[src/rtl/kmeans_centroid_update.sv]
// K-means centroid update: accumulates per-cluster feature sums and counts over an epoch,
// then divides each sum by its count with one shared restoring divider.
module kmeans_centroid_update #(
  parameter int DW       = 8,
  parameter int CLUSTERS = 2,
  parameter int PARAMS   = 13,
  parameter int CNT_W    = 16,
  localparam int CW      = (CLUSTERS > 1) ? $clog2(CLUSTERS) : 1,
  localparam int SW      = DW + CNT_W
) (
  input  logic                         clk_i,
  input  logic                         reset_i,
  input  logic                         enable_i,
  input  logic                         load_i,
  input  logic [CLUSTERS*PARAMS*DW-1:0] centroid_init_i,
  input  logic [PARAMS*DW-1:0]         data_i,
  input  logic [CW-1:0]                cluster_i,
  input  logic                         sample_valid_i,
  output logic                         sample_ready_o,
  input  logic                         epoch_done_i,
  output logic [CLUSTERS*PARAMS*DW-1:0] centroid_o,
  output logic                         centroid_valid_o,
  output logic [31:0]                  status_o
);

  // state | meaning
  // IDLE  | waiting for load_i / enable_i
  // ACCUM | accepting samples into sums/counts
  // DIV   | dividing every element, results into shadow
  // DONE  | shadow copied to centroid_o, one-cycle valid pulse
  typedef enum logic [3:0] {
    IDLE  = 4'b0001,
    ACCUM = 4'b0010,
    DIV   = 4'b0100,
    DONE  = 4'b1000
  } state_t;

  localparam int NE = CLUSTERS * PARAMS;
  localparam int EW = (NE > 1) ? $clog2(NE) : 1;
  localparam int PW = (PARAMS > 1) ? $clog2(PARAMS) : 1;
  localparam int BW = $clog2(SW + 1);
  localparam logic [EW-1:0]    E_LAST  = EW'(NE - 1);
  localparam logic [PW-1:0]    P_LAST  = PW'(PARAMS - 1);
  localparam logic [CNT_W-1:0] CNT_MAX = '1;

  state_t state, state_nxt;

  logic [SW-1:0]    sums   [NE];
  logic [CNT_W-1:0] counts [CLUSTERS];
  logic [DW-1:0]    shadow [NE];
  logic [CLUSTERS*PARAMS*DW-1:0] centroid_q;
  logic ovf, bad;

  logic [CNT_W-1:0] rem, dvs, rem_nxt, cnt_sel;
  logic [SW-1:0]    quo, quo_nxt;
  logic [CNT_W:0]   rem_sh, diff;
  logic             q_bit, load_phase, last_shift, div_done, bad_in;
  logic [BW-1:0]    bit_cnt;
  logic [EW-1:0]    e_idx;
  logic [PW-1:0]    p_idx;
  logic [CW-1:0]    c_idx;

  // One restoring step: shift in the next dividend bit, subtract if it fits.
  always_comb begin
    rem_sh  = {rem, quo[SW-1]};
    diff    = rem_sh - {1'b0, dvs};
    q_bit   = ~diff[CNT_W];
    rem_nxt = q_bit ? diff[CNT_W-1:0] : rem_sh[CNT_W-1:0];
    quo_nxt = {quo[SW-2:0], q_bit};
  end

  always_comb begin
    cnt_sel = '0;
    for (int c = 0; c < CLUSTERS; c++)
      if (cluster_i == CW'(c)) cnt_sel = counts[c];
  end

  assign bad_in     = 32'(cluster_i) >= 32'(CLUSTERS);
  assign last_shift = (state == DIV) && !load_phase && (bit_cnt == BW'(1));
  assign div_done   = last_shift && (e_idx == E_LAST);

  always_ff @(posedge clk_i) begin
    if (reset_i) state <= IDLE;
    else         state <= state_nxt;
  end

  always_comb begin
    state_nxt = state;
    case (state)
      IDLE:    if (!load_i && enable_i) state_nxt = ACCUM;
      ACCUM:   if (epoch_done_i) state_nxt = DIV;
      DIV:     if (div_done) state_nxt = DONE;
      DONE:    state_nxt = IDLE;
      default: state_nxt = IDLE;
    endcase
  end

  always_comb begin
    sample_ready_o   = (state == ACCUM);
    centroid_valid_o = (state == DONE);
    status_o         = {26'd0, bad, ovf, state};
  end

  always_ff @(posedge clk_i) begin
    if (reset_i) begin
      for (int e = 0; e < NE; e++) begin
        sums[e]   <= '0;
        shadow[e] <= '0;
      end
      for (int c = 0; c < CLUSTERS; c++) counts[c] <= '0;
      centroid_q <= '0;
      ovf        <= 1'b0;
      bad        <= 1'b0;
      rem        <= '0;
      dvs        <= '0;
      quo        <= '0;
      bit_cnt    <= '0;
      load_phase <= 1'b1;
      e_idx      <= '0;
      p_idx      <= '0;
      c_idx      <= '0;
    end else begin
      case (state)
        IDLE: begin
          if (load_i) begin
            centroid_q <= centroid_init_i;
          end else if (enable_i) begin
            // Shadow starts from the live centroids so empty clusters keep their values.
            for (int e = 0; e < NE; e++) begin
              sums[e]   <= '0;
              shadow[e] <= centroid_q[e*DW +: DW];
            end
            for (int c = 0; c < CLUSTERS; c++) counts[c] <= '0;
            ovf        <= 1'b0;
            bad        <= 1'b0;
            load_phase <= 1'b1;
            e_idx      <= '0;
            p_idx      <= '0;
            c_idx      <= '0;
          end
        end
        ACCUM: begin
          if (sample_valid_i) begin
            if (bad_in) begin
              bad <= 1'b1;
            end else if (cnt_sel == CNT_MAX) begin
              ovf <= 1'b1;
            end else begin
              for (int c = 0; c < CLUSTERS; c++) begin
                if (cluster_i == CW'(c)) begin
                  counts[c] <= counts[c] + 1'b1;
                  for (int p = 0; p < PARAMS; p++)
                    sums[c*PARAMS+p] <= sums[c*PARAMS+p] + SW'(data_i[p*DW +: DW]);
                end
              end
            end
          end
        end
        DIV: begin
          if (load_phase) begin
            rem        <= '0;
            quo        <= sums[e_idx];
            dvs        <= counts[c_idx];
            bit_cnt    <= BW'(SW);
            load_phase <= 1'b0;
          end else begin
            rem     <= rem_nxt;
            quo     <= quo_nxt;
            bit_cnt <= bit_cnt - 1'b1;
            if (last_shift) begin
              if (dvs != '0) shadow[e_idx] <= quo_nxt[DW-1:0];
              load_phase <= 1'b1;
              e_idx      <= e_idx + 1'b1;
              if (p_idx == P_LAST) begin
                p_idx <= '0;
                c_idx <= c_idx + 1'b1;
              end else begin
                p_idx <= p_idx + 1'b1;
              end
            end
          end
        end
        DONE: begin
          for (int e = 0; e < NE; e++) centroid_q[e*DW +: DW] <= shadow[e];
        end
        default: ;
      endcase
    end
  end

  assign centroid_o = centroid_q;

endmodule
[config.mk]
export PLATFORM = sky130hd
export DESIGN_NAME = kmeans_centroid_update
export DESIGN_NICKNAME = d
export VERILOG_FILES = /design/src/rtl/kmeans_centroid_update.sv
export SDC_FILE = /design/constraint.sdc
export NUM_CORES = 2
export LEC_CHECK = 0
export CAP_MARGIN = 20
export CORE_MARGIN = 8
export CORE_UTILIZATION = 40
export CTS_CLUSTER_SIZE = 12
export DETAILED_ROUTE_END_ITERATION = 7
export GPL_TIMING_DRIVEN = 0
export HOLD_SLACK_MARGIN = 0.02
export PLACE_DENSITY_LB_ADDON = 0.2
export SYNTH_ARGS = -nofsm -noshare
export SYNTH_HDL_FRONTEND = slang
export SYNTH_SLANG_ARGS = --single-unit
[constraint.sdc]
create_clock -name clk_i -period 10.8 [get_ports clk_i]
set_clock_uncertainty 0.2 [all_clocks]
set_input_delay 3.24 -clock clk_i [delete_from_list [all_inputs] [get_ports clk_i]]
set_output_delay 3.24 -clock clk_i [all_outputs]
set_load 0.02 [all_outputs]
==> results.md <==
Timing:
- The number of hold violations in the final report is 0.
- The max-slew violation count is 0.
- The worst path uses 73.2% of the clock period.
- The maximum frequency from static timing analysis is 0.126 GHz.
- Setup repair after global routing left no endpoint under its margin.
- The final count of negative-setup-slack endpoints is 0.
- The worst pin sits at a relative slew slack of 18.9%.
- For the finished layout, the period the worst path requires is 7.91 ns.
- The worst-case setup margin in the final layout is 2.89 ns.
- For the pin with the worst max-slew slack, the measured transition is 1.20 ns.

Final layout:
- The multi-input combinational cells in the finished layout cover a total of 0.0334 mm2.
- The post-route core utilization is 48.0%.
- The final layout contains 7490 nets.
- The sequential cells in the finished layout cover a total of 0.0315 mm2.
- The final standard cell area without fillers is 0.0801 mm2.
- The total of fill cells in the finished design is 15210.
- The proportion of layout cells with a drive suffix above 1 is 8.46%.
- The area added between synthesis and finish is 19.8%.

Power:
- Across the VDD grid, the largest voltage drop is 0.000171 V.
- The internal portion of the total power is 8.27 mW.
- The proportion of power drawn by the clock network is 41.0%.
- The total power density per cell area is 143 mW/mm2.
- Net switching is 27.7% of the power.
- The share of total power dissipated in sequential elements is 45.9%.
- The switching power is 3.17 mW.
- The static leakage power is 28.4 nW.
- Of the total power, combinational logic draws 13.2%.

Drt:
- The routed length on met2 is 114000 um.
- The total length of routed wires is 245000 um.
- For this block, the via count after detailed routing is 53829.
- After the first detailed-routing iteration, the DRC count stood at 5854.
- In the detailed route, the total length drawn on met3 is 20500 um.
- The highest routing layer actually used is met5.
- The first TritonRoute pass finished after 8 iterations.
- In the routed design, unresolved DRC markers number 0.
- In the final routed layout, each cell accounts on average for 26.5 um.
- For this block, wires on met1 add up to 97500 um.
- The per-cell via count in the routed design is 5.82.
- In this run the remaining antenna-violating nets after routing total 0.

Synth:
- After Yosys synthesis, full adders, half adders and majority gates account for 5.19% of the synthesized area.
- The synthesized area is 0.0668 mm2.
- The mean instance size in the synthesized netlist is 10.8 um2.
- The most common cell in the netlist is nor2_1.
- The area fraction in compound gates after synthesis is 11.4%.
- Counting flops with an async set or reset pin after synthesis yields a share of 0%.
- The simple-gate share of the synthesized area is 15.5%.
- Yosys mapped a number of flops with a built-in enable equal to 840.
- The flip-flop cell with the highest count after synthesis is edfxtp_1.
- The share of the Yosys chip area taken by registers is 47.1%.
- The synthesis-stage register bit count is 1154.
- The number of different library cells used by synthesis comes to 80.
- In this run the biggest area consumer among cell types represents 37.7% of the synthesized area.
- The cell accounting for the most synthesized area is edfxtp_1.
- The cell count after synthesis came out at 6171.
- The number of synthesis warnings is 0.
- After synthesis, the share of cell area in mux cells is 10.6%.
- By area the synthesized netlist is led by edfxtp_1, dfxtp_1, mux4_2.
- By area, the combinational part of the netlist is dominated by simple AND/OR/NAND/NOR gates.
- The xor and xnor area share after synthesis is 7.02%.
- After synthesis, the most frequently instantiated cells are nor2_1, edfxtp_1, dfxtp_1.

GRT:
- Entering global routing, the biggest net connects 96 pins.
- The number of global-route vias before repair is 51640.
- The number of antenna violations at the first check in global routing is 29.
- Summed over all layers, the global routing overflow is 0.
- The global-route wire length before repair is 351000 um.
- The total global routing track utilization is 26.0%.

Clock network:
- In this run, CTS created clock tree buffers numbering 139.
- Buffers added to address setup during post-CTS repair amount to 0.
- In this run the number of H-tree levels came out at 4.
- The count of cells resized by post-cts repair is 0.
- Clock tree synthesis selected as its root buffer the cell clkbuf_16.
- For the worst-skew pair, the clock arrives at the later sink with an insertion delay of 0.79 ns.
- The number of buffers added to fix hold violations after cts is 0.
- The clock passes through at most 3 buffers.
- The clock tree from TritonCTS is built.
- After clock tree synthesis, the clock-pin slew on the worst setup and hold paths is 0.05 ns.
- The clock sink count is 1154.

Die:
- The floorplan die area is 0.180 mm2.
- The floorplan has 150 rows.
- The vertical die dimension is 425 um.
- The effective utilization at floorplan is 40.1%.
- In this run the count of I/O pins placed on the die edge is 561.
- Measured along the x axis, the die boundary spans 425 um.
- The floorplan step defined a core boundary enclosing 0.167 mm2.

Place:
- Buffers placed on the I/O ports in this run total 532.
- The minimum setup slack after placement is 1.98 ns.
- The congestion estimate from routability-driven global placement came to 1.03.
- The HPWL after detailed placement is 190000 um.
- The area of placed instances is 0.0755 mm2.

Flow run:
- Max-cap violations in this run came to 0.

Worst setup path:
- The endpoint type of the worst setup path is a register.
- For the worst setup path, the data arrival time is 8.14 ns.
- The maximum fanout along the worst path is 95.
- The type of origin of the critical path is an input pin.
- The startpoint identified for the worst register-to-register timing path is state[3].
- The critical path is of the input pin to register type.
- Data on the critical path is required at its endpoint by 11.03 ns.
- The first element of the critical path is sample_valid_i.

Status:
- The flow ran to the end, and the final reports show no timing, DRC or antenna violations.

Min path:
- The class of the tightest hold or removal check is register to register.
- The worst min-delay path startpoint is quo[19].
==> final timing paths <==
| check | end | slack (ns) | depth (start not counted) |
|---|---|---|---|
| setup reg to reg | sums[9][4] | 5.46 | 13 |
| hold / removal | quo[19] | 0.26 | 2 |
| hold reg to reg | quo[19] | 0.26 | 2 |
| setup / recovery | sums[9][4] | 2.89 | 13 |
==> sequential cells by signal (all words and copies together), names as in the netlist, 4 cells and up, named ones only <==
name and flops:
sums 624, counts 32, dvs 16, shadow 208, rem 16, e_idx 5, quo 24, p_idx 4
bit_cnt 5, centroid_o 208, state 4
==> layout by cell type, fill, tap and decap left out, drive strengths merged, types with 142 or more instances in the layout <==
master           n
xor2           288
xnor2          248
a21oi          217
nor2           911
a211oi         255
dfxtp          314
mux4           168
clkdlybuf4s50  532
edfxtp         840
nand3          221
buf            162
o21ai          142
ha             234
nand2          306
a22o           146
clkbuf         452
mux2i          305
==> metal layers <==
layer,vias up,global-route usage (%)
met5,-,0
met4,12,13.3
met3,483,5.67
met2,2390,42.0
met1,26493,32.9
li1,24451,-
==> per-stage QoR <==
stage / hold slack (ns) / total power [mW] / setup TNS, ns / cells
floorplan: 0.236 / 6.12 / 0 / 6197
global placement: 0.242 / 6.80 / -1107.35 / 8933
detailed placement: 0.247 / 6.81 / 0 / 8965
CTS: 0.254 / 11.5 / 0 / 9221
global route: 0.264 / 11.8 / 0 / 9238
finish: 0.256 / 11.4 / 0 / 9246
==> critical path: stages <==
cell             delay [ns]
clkdlybuf4s50_1        0.72
nor2b_1                0.18
clkbuf_1               0.59
nand2_1                0.17
or2_2                  0.37
clkbuf_1               0.30
buf_2                  0.32
buf_4                  0.27
buf_4                  0.23
nand2_8                0.35
buf_16                 0.45
buf_16                 0.42
buf_16                 0.33
==> power by group through the flow <==
stage	Clock (mW)	Sequential [mW]	Combinational, mW
floorplan	0	5.35	0.775
global placement	0	5.36	1.44
detailed placement	0	5.33	1.48
CTS	4.74	5.23	1.49
global route	4.91	5.27	1.61
finish	4.69	5.25	1.50
==> logic make-up (layout without fill, tap and decap cells) <==
group | count (synthesis) | in the layout
AND/OR/NAND/NOR | 2140 | 2140
flip-flops | 1154 | 1154
AO/OA/AOI/OAI | 1085 | 1085
XOR/XNOR | 536 | 536
multiplexers | 498 | 498
buffers and inverters | 496 | 1324
adder cells (fa/ha/maj) | 261 | 261
other | 1 | 44
==> layout make-up <==
class                      instances  area share (%)
antenna                           17          0.0531
clock inverter                    62           0.728
sequential                      1154            39.4
timing repair buffer             572            7.23
buffer                           380            2.06
clock buffer                     194            4.86
multi-input combinational       4547            41.7
inverter                         116           0.544
tap                             2204            3.44
No activity file was read; power rests on OpenSTA's default activity.
